File: config.mk
export PLATFORM = sky130hd
export DESIGN_NAME = sram_req_sequencer
export DESIGN_NICKNAME = d
export VERILOG_FILES = /design/src/rtl/sram_req_sequencer.sv
export SDC_FILE = /design/constraint.sdc
export NUM_CORES = 1
export LEC_CHECK = 0
export ABC_CLOCK_PERIOD_IN_PS = 1850
export CAP_MARGIN = 30
export CORE_MARGIN = 5
export CORE_UTILIZATION = 25
export CTS_BUF_LIST = sky130_fd_sc_hd__clkbuf_4
export DETAILED_ROUTE_END_ITERATION = 6
export HOLD_SLACK_MARGIN = 0.03
export PLACE_DENSITY = 0.45
export SLEW_MARGIN = 40
export SYNTH_ARGS = -nofsm -noshare
export SYNTH_HDL_FRONTEND = slang
export SYNTH_SLANG_ARGS = --single-unit
File: constraint.sdc
create_clock -name clk -period 1.85 [get_ports clk]
set_input_delay 0.37 -clock clk [delete_from_list [all_inputs] [get_ports clk]]
set_output_delay 0.37 -clock clk [all_outputs]
set_load 0.05 [all_outputs]
File: src/rtl/sram_req_sequencer.sv
// sram_req_sequencer
//   Upstream request sequencer for a small asynchronous storage array.
//   It accepts single-word read/write requests over a valid/ready handshake
//   and drives the array in a glitch-safe setup / strobe / release sequence.
//   It then returns a one-cycle response. Every output is a flop.
//
// Parameters
//   DW        data word width
//   AW        word-select width (2**AW words)
//   WAIT_CYC  strobe length in clk cycles (1..15; 0 behaves as 1)
//
// Ports
//   clk, rst_n               clock (rising edge), async active-low reset
//   req_valid/req_ready      request handshake (ready only while idle)
//   req_we/addr/wdata        request fields, latched at acceptance
//   rsp_valid/rsp_we/rdata   one-cycle response; rdata holds until next read
//   rsp_err                  write-verify mismatch (optional feature only)
//   mem_sel/cs/we/d          array word select, enable, write enable, data
//   mem_q                    array read data
//
// Optional feature macro: SRAM_REQ_SEQUENCER_WRITE_VERIFY_EN
//   When defined, each write reads the word back for WAIT_CYC cycles after
//   RELEASE and reports a mismatch on rsp_err.
module sram_req_sequencer #(
  parameter int unsigned DW       = 2,
  parameter int unsigned AW       = 2,
  parameter int unsigned WAIT_CYC = 1
) (
  input  logic          clk,
  input  logic          rst_n,
  input  logic          req_valid,
  output logic          req_ready,
  input  logic          req_we,
  input  logic [AW-1:0] req_addr,
  input  logic [DW-1:0] req_wdata,
  output logic          rsp_valid,
  output logic          rsp_we,
  output logic [DW-1:0] rsp_rdata,
`ifdef SRAM_REQ_SEQUENCER_WRITE_VERIFY_EN
  output logic          rsp_err,
`endif
  output logic [AW-1:0] mem_sel,
  output logic          mem_cs,
  output logic          mem_we,
  output logic [DW-1:0] mem_d,
  input  logic [DW-1:0] mem_q
);

  localparam int unsigned WC = (WAIT_CYC == 0) ? 1 : ((WAIT_CYC > 15) ? 15 : WAIT_CYC);
  localparam logic [3:0]  CNT_LOAD = 4'(WC - 1);

`ifdef SRAM_REQ_SEQUENCER_WRITE_VERIFY_EN
  typedef enum logic [2:0] {IDLE, SETUP, STROBE, RELEASE, VERIFY} state_t;
`else
  typedef enum logic [1:0] {IDLE, SETUP, STROBE, RELEASE} state_t;
`endif

  state_t        state_q, state_d;
  logic [3:0]    cnt_q, cnt_d;
  logic          lat_we_q, lat_we_d;
  logic [AW-1:0] sel_d;
  logic [DW-1:0] wd_d;
  logic          ready_d, cs_d, we_d;
  logic          rsp_valid_d, rsp_we_d;
  logic [DW-1:0] rsp_rdata_d;
`ifdef SRAM_REQ_SEQUENCER_WRITE_VERIFY_EN
  logic          ver_q, ver_d;
  logic          err_d;
`endif

  // mem_sel / mem_d are the latched request fields themselves. They only
  // change on the acceptance edge, when mem_cs and mem_we are both low.
  always_ff @(posedge clk or negedge rst_n) begin
    if (!rst_n) begin
      state_q   <= IDLE;
      cnt_q     <= '0;
      lat_we_q  <= 1'b0;
      mem_sel   <= '0;
      mem_d     <= '0;
      req_ready <= 1'b0;
      mem_cs    <= 1'b0;
      mem_we    <= 1'b0;
      rsp_valid <= 1'b0;
      rsp_we    <= 1'b0;
      rsp_rdata <= '0;
`ifdef SRAM_REQ_SEQUENCER_WRITE_VERIFY_EN
      ver_q     <= 1'b0;
      rsp_err   <= 1'b0;
`endif
    end else begin
      state_q   <= state_d;
      cnt_q     <= cnt_d;
      lat_we_q  <= lat_we_d;
      mem_sel   <= sel_d;
      mem_d     <= wd_d;
      req_ready <= ready_d;
      mem_cs    <= cs_d;
      mem_we    <= we_d;
      rsp_valid <= rsp_valid_d;
      rsp_we    <= rsp_we_d;
      rsp_rdata <= rsp_rdata_d;
`ifdef SRAM_REQ_SEQUENCER_WRITE_VERIFY_EN
      ver_q     <= ver_d;
      rsp_err   <= err_d;
`endif
    end
  end

  // Output flops are loaded from the values that belong to the next state.
  // This keeps every output registered while each state still has its own
  // output values.
  always_comb begin
    state_d     = state_q;
    cnt_d       = cnt_q;
    lat_we_d    = lat_we_q;
    sel_d       = mem_sel;
    wd_d        = mem_d;
    ready_d     = 1'b0;
    cs_d        = 1'b0;
    we_d        = 1'b0;
    rsp_valid_d = 1'b0;
    rsp_we_d    = rsp_we;
    rsp_rdata_d = rsp_rdata;
`ifdef SRAM_REQ_SEQUENCER_WRITE_VERIFY_EN
    ver_d       = ver_q;
    err_d       = 1'b0;
`endif
    case (state_q)
      IDLE: begin
        if (req_valid && req_ready) begin
          state_d  = SETUP;
          lat_we_d = req_we;
          sel_d    = req_addr;
          wd_d     = req_wdata;
          cs_d     = 1'b1;
`ifdef SRAM_REQ_SEQUENCER_WRITE_VERIFY_EN
          ver_d    = 1'b0;
`endif
        end else begin
          ready_d = 1'b1;
        end
      end
      SETUP: begin
        state_d = STROBE;
        cnt_d   = CNT_LOAD;
        cs_d    = 1'b1;
        we_d    = lat_we_q;
      end
      STROBE: begin
        cs_d = 1'b1;
        if (cnt_q == '0) begin
          state_d  = RELEASE;
          rsp_we_d = lat_we_q;
          if (!lat_we_q) rsp_rdata_d = mem_q;
`ifdef SRAM_REQ_SEQUENCER_WRITE_VERIFY_EN
          rsp_valid_d = !lat_we_q;
`else
          rsp_valid_d = 1'b1;
`endif
        end else begin
          cnt_d = cnt_q - 4'd1;
          we_d  = lat_we_q;
        end
      end
      RELEASE: begin
`ifdef SRAM_REQ_SEQUENCER_WRITE_VERIFY_EN
        // A write passes through RELEASE twice. The first pass leads into
        // the read-back. The second pass (ver_q set) is the response cycle.
        if (lat_we_q && !ver_q) begin
          state_d = VERIFY;
          cnt_d   = CNT_LOAD;
          cs_d    = 1'b1;
        end else
`endif
        begin
          state_d = IDLE;
          ready_d = 1'b1;
        end
      end
`ifdef SRAM_REQ_SEQUENCER_WRITE_VERIFY_EN
      VERIFY: begin
        cs_d = 1'b1;
        if (cnt_q == '0) begin
          state_d     = RELEASE;
          ver_d       = 1'b1;
          rsp_valid_d = 1'b1;
          rsp_we_d    = 1'b1;
          err_d       = (mem_q != mem_d);
        end else begin
          cnt_d = cnt_q - 4'd1;
        end
      end
`endif
      default: begin
        state_d = IDLE;
        ready_d = 1'b1;
      end
    endcase
  end

endmodule

==> results of run 1 <==
==> critical path, cell delays in order (launching register included) <==
cell and delay (ps):
dfrtp_1 440, inv_1 120, ha_1 320, nand4bb_4 200, nor2_4 150, mux2_4 300
==> cells in the mapped netlist, types with 2 or more instances <==
library cell | instances | area (µm²)
dfrtp_1 | 18 | 450
ha_1 | 8 | 100
inv_1 | 6 | 22.5
nor2_1 | 5 | 18.8
mux2_2 | 4 | 45.0
mux2_1 | 2 | 22.5
mux2_4 | 2 | 30.0
nand2_1 | 2 | 7.51
nand3_1 | 2 | 10.0
o21ai_0 | 2 | 10.0
==> layer usage <==
layer / vias up / part of all wire [%]
li1: 286 / -
met1: 275 / 49
met2: 15 / 46
met3: 0 / 5.5
met4: 0 / 0
met5: - / 0
==> logic make-up after synthesis <==
| kind of cell | Yosys count | share of synthesized area, % |
|---|---|---|
| buf+inv | 7 | 2.99 |
| fa+ha+maj | 8 | 11.4 |
| mux | 9 | 12.3 |
| compound gates | 11 | 9.83 |
| simple gates | 15 | 12.3 |
| flops | 18 | 51.3 |
==> final timing paths <==
path | to | slack (ps) | cells after the start
worst max register to register | rsp_rdata[0] | 220 | 5
worst max-delay path | rsp_rdata[0] | 220 | 5
worst min register to register | mem_d[1] | 500 | 1
min in group clk | mem_d[1] | 500 | 1
max in group asynchronous | lat_we_q | 1260 | 2
worst min-delay path | cnt_q[1] | 390 | 2
==> stage by stage <==
step                utilization [%]  cells  hold slack (ps)  instance area [µm²]  worst slack (ps)
floorplan                         -     68             74.4                  878               361
global placement               33.4    136              477                 1120               233
detailed placement             33.4    136              483                 1120               227
CTS                            34.2    140              386                 1150               210
global route                   34.2    140              402                 1150               142
finish                         34.2    140              389                 1150               220
==> cell type report <==
type	instances	area [µm²]	share of cell area, %
Timing Repair Buffer	22	188	16.3
Multi-Input combinational cell	43	402	34.9
Inverter	7	26.3	2.29
Clock inverter	1	3.75	0.326
Sequential cell	18	450	39.2
Clock buffer	3	22.5	1.96
Tap cell	46	57.6	5.01
==> state kept, by name (all words and copies together), names as in the netlist <==
| signal | count |
|---|---|
| cnt_q | 4 |
| mem_d | 2 |
| mem_sel | 2 |
| rsp_rdata | 2 |
| state_q | 2 |
| lat_we_q | 1 |
| mem_cs | 1 |
| mem_we | 1 |
| req_ready | 1 |
| rsp_valid | 1 |
| rsp_we | 1 |
==> results.txt, run 1 <==
total wire length: 1710 µm
crit path launch: state_q[0]
Post-Syn Area: 878 µm²
DR pass1 iterations: 4
detailed placement HPWL: 1300 µm
Final nets: 113
die width: 69.3 µm
number of flops mapped to enable cells by yosys: 0
share of cells above drive strength 1: 28.7%
CTS clk-pin slew, worst paths: 100 ps
Avg Inst Size Synth: 12.9 µm²
largest net degree at the start of global routing: 19
Async S/R FF share, synth: 100%
Setup crit start kind: flip-flop
post-synthesis sequential area ratio: 51.3%
core area: 3360 µm²
Gates resized, CTS repair: 0
row cnt: 21
setup TNS: 0 ps
WL/cell: 12.2 µm
DIE AREA: 4800 µm²
setup violators final: 0
antenna-violating nets left: 0
Via-to-Cell Ratio: 4.11
Filler cells: 368
Residual DRC: 0
unrepaired setup endpoints after global routing: false
total track usage: 7.80%
Die H: 69.3 µm
clk_skew: 5.92 ps
synthesized instance count: 68
max-slew violation count: 0
CTS buffer count: 3
Antenna diodes: 0
Arr. time, crit path: 1820 ps
most frequent cells in the layout: dfrtp_1, buf_4, clkdlybuf4s50_1, ha_1, inv_1
initial core utilization: 26.1%
worst rel slew slack: 79.1%
fmax: 613 MHz
worst path required time: 2040 ps
worst skew pair latency: 290 ps
Final Hold Viols: 0
reg-to-reg startpoint: state_q[0]
gpl congestion: 0.816
H-tree levels: 1
status: finished clean
initial DRC count: 32
Worst Hold Class: in -> async
period utilization: 88.1%
IO Port Bufs: 20
hold_buf cts: 0
vias in the first global route: 651
clk buf depth: 2
Post-Syn Nets: 86
first-pass GRT wire length: 3040 µm
synthesis-to-layout area growth: 30.9%
Sink Count: 18
distinct cell type count after synthesis: 27
gr ovfl total: 0
M3 GR Usage: 3.62%
GR peak layer: met2
met2 usage: 12.4%
Crit Path Max Fanout: 5
max cap viols: 0
Synth Warn #: 0
Setup Buffers After CTS: 0
antenna violations before repair: 0
Ports: 21
Worst-Margin Slew: 313 ps
Final min period: 1630 ps
root buf cell: clkbuf_4
DR vias: 576
Crit. End Element: flip-flop
ys flop type: dfrtp_1
commonest non-fill, non-tap cell in the layout: dfrtp_1
Yosys reg bits: 18
Worst Setup Path Type: reg -> reg
routing usage on met1: 9.52%
CTS tree: done
Power of run 1 is left out: the tool's default activity adds up to more than one toggle a clock period on the data nets, which glitch-free logic cannot reach.
==> inputs of run 2 (changes only) <==
--- a/config.mk
+++ b/config.mk
@@ -13,7 +13,7 @@
 export DETAILED_ROUTE_END_ITERATION = 6
 export HOLD_SLACK_MARGIN = 0.03
 export PLACE_DENSITY = 0.45
-export SLEW_MARGIN = 40
+export SLEW_MARGIN = 20
 export SYNTH_ARGS = -nofsm -noshare
 export SYNTH_HDL_FRONTEND = slang
 export SYNTH_SLANG_ARGS = --single-unit
==> results of run 2 <==
No change in the layout: final DEF, timing and power equal those of run 1.
Power of run 2 is left out for the same reason.
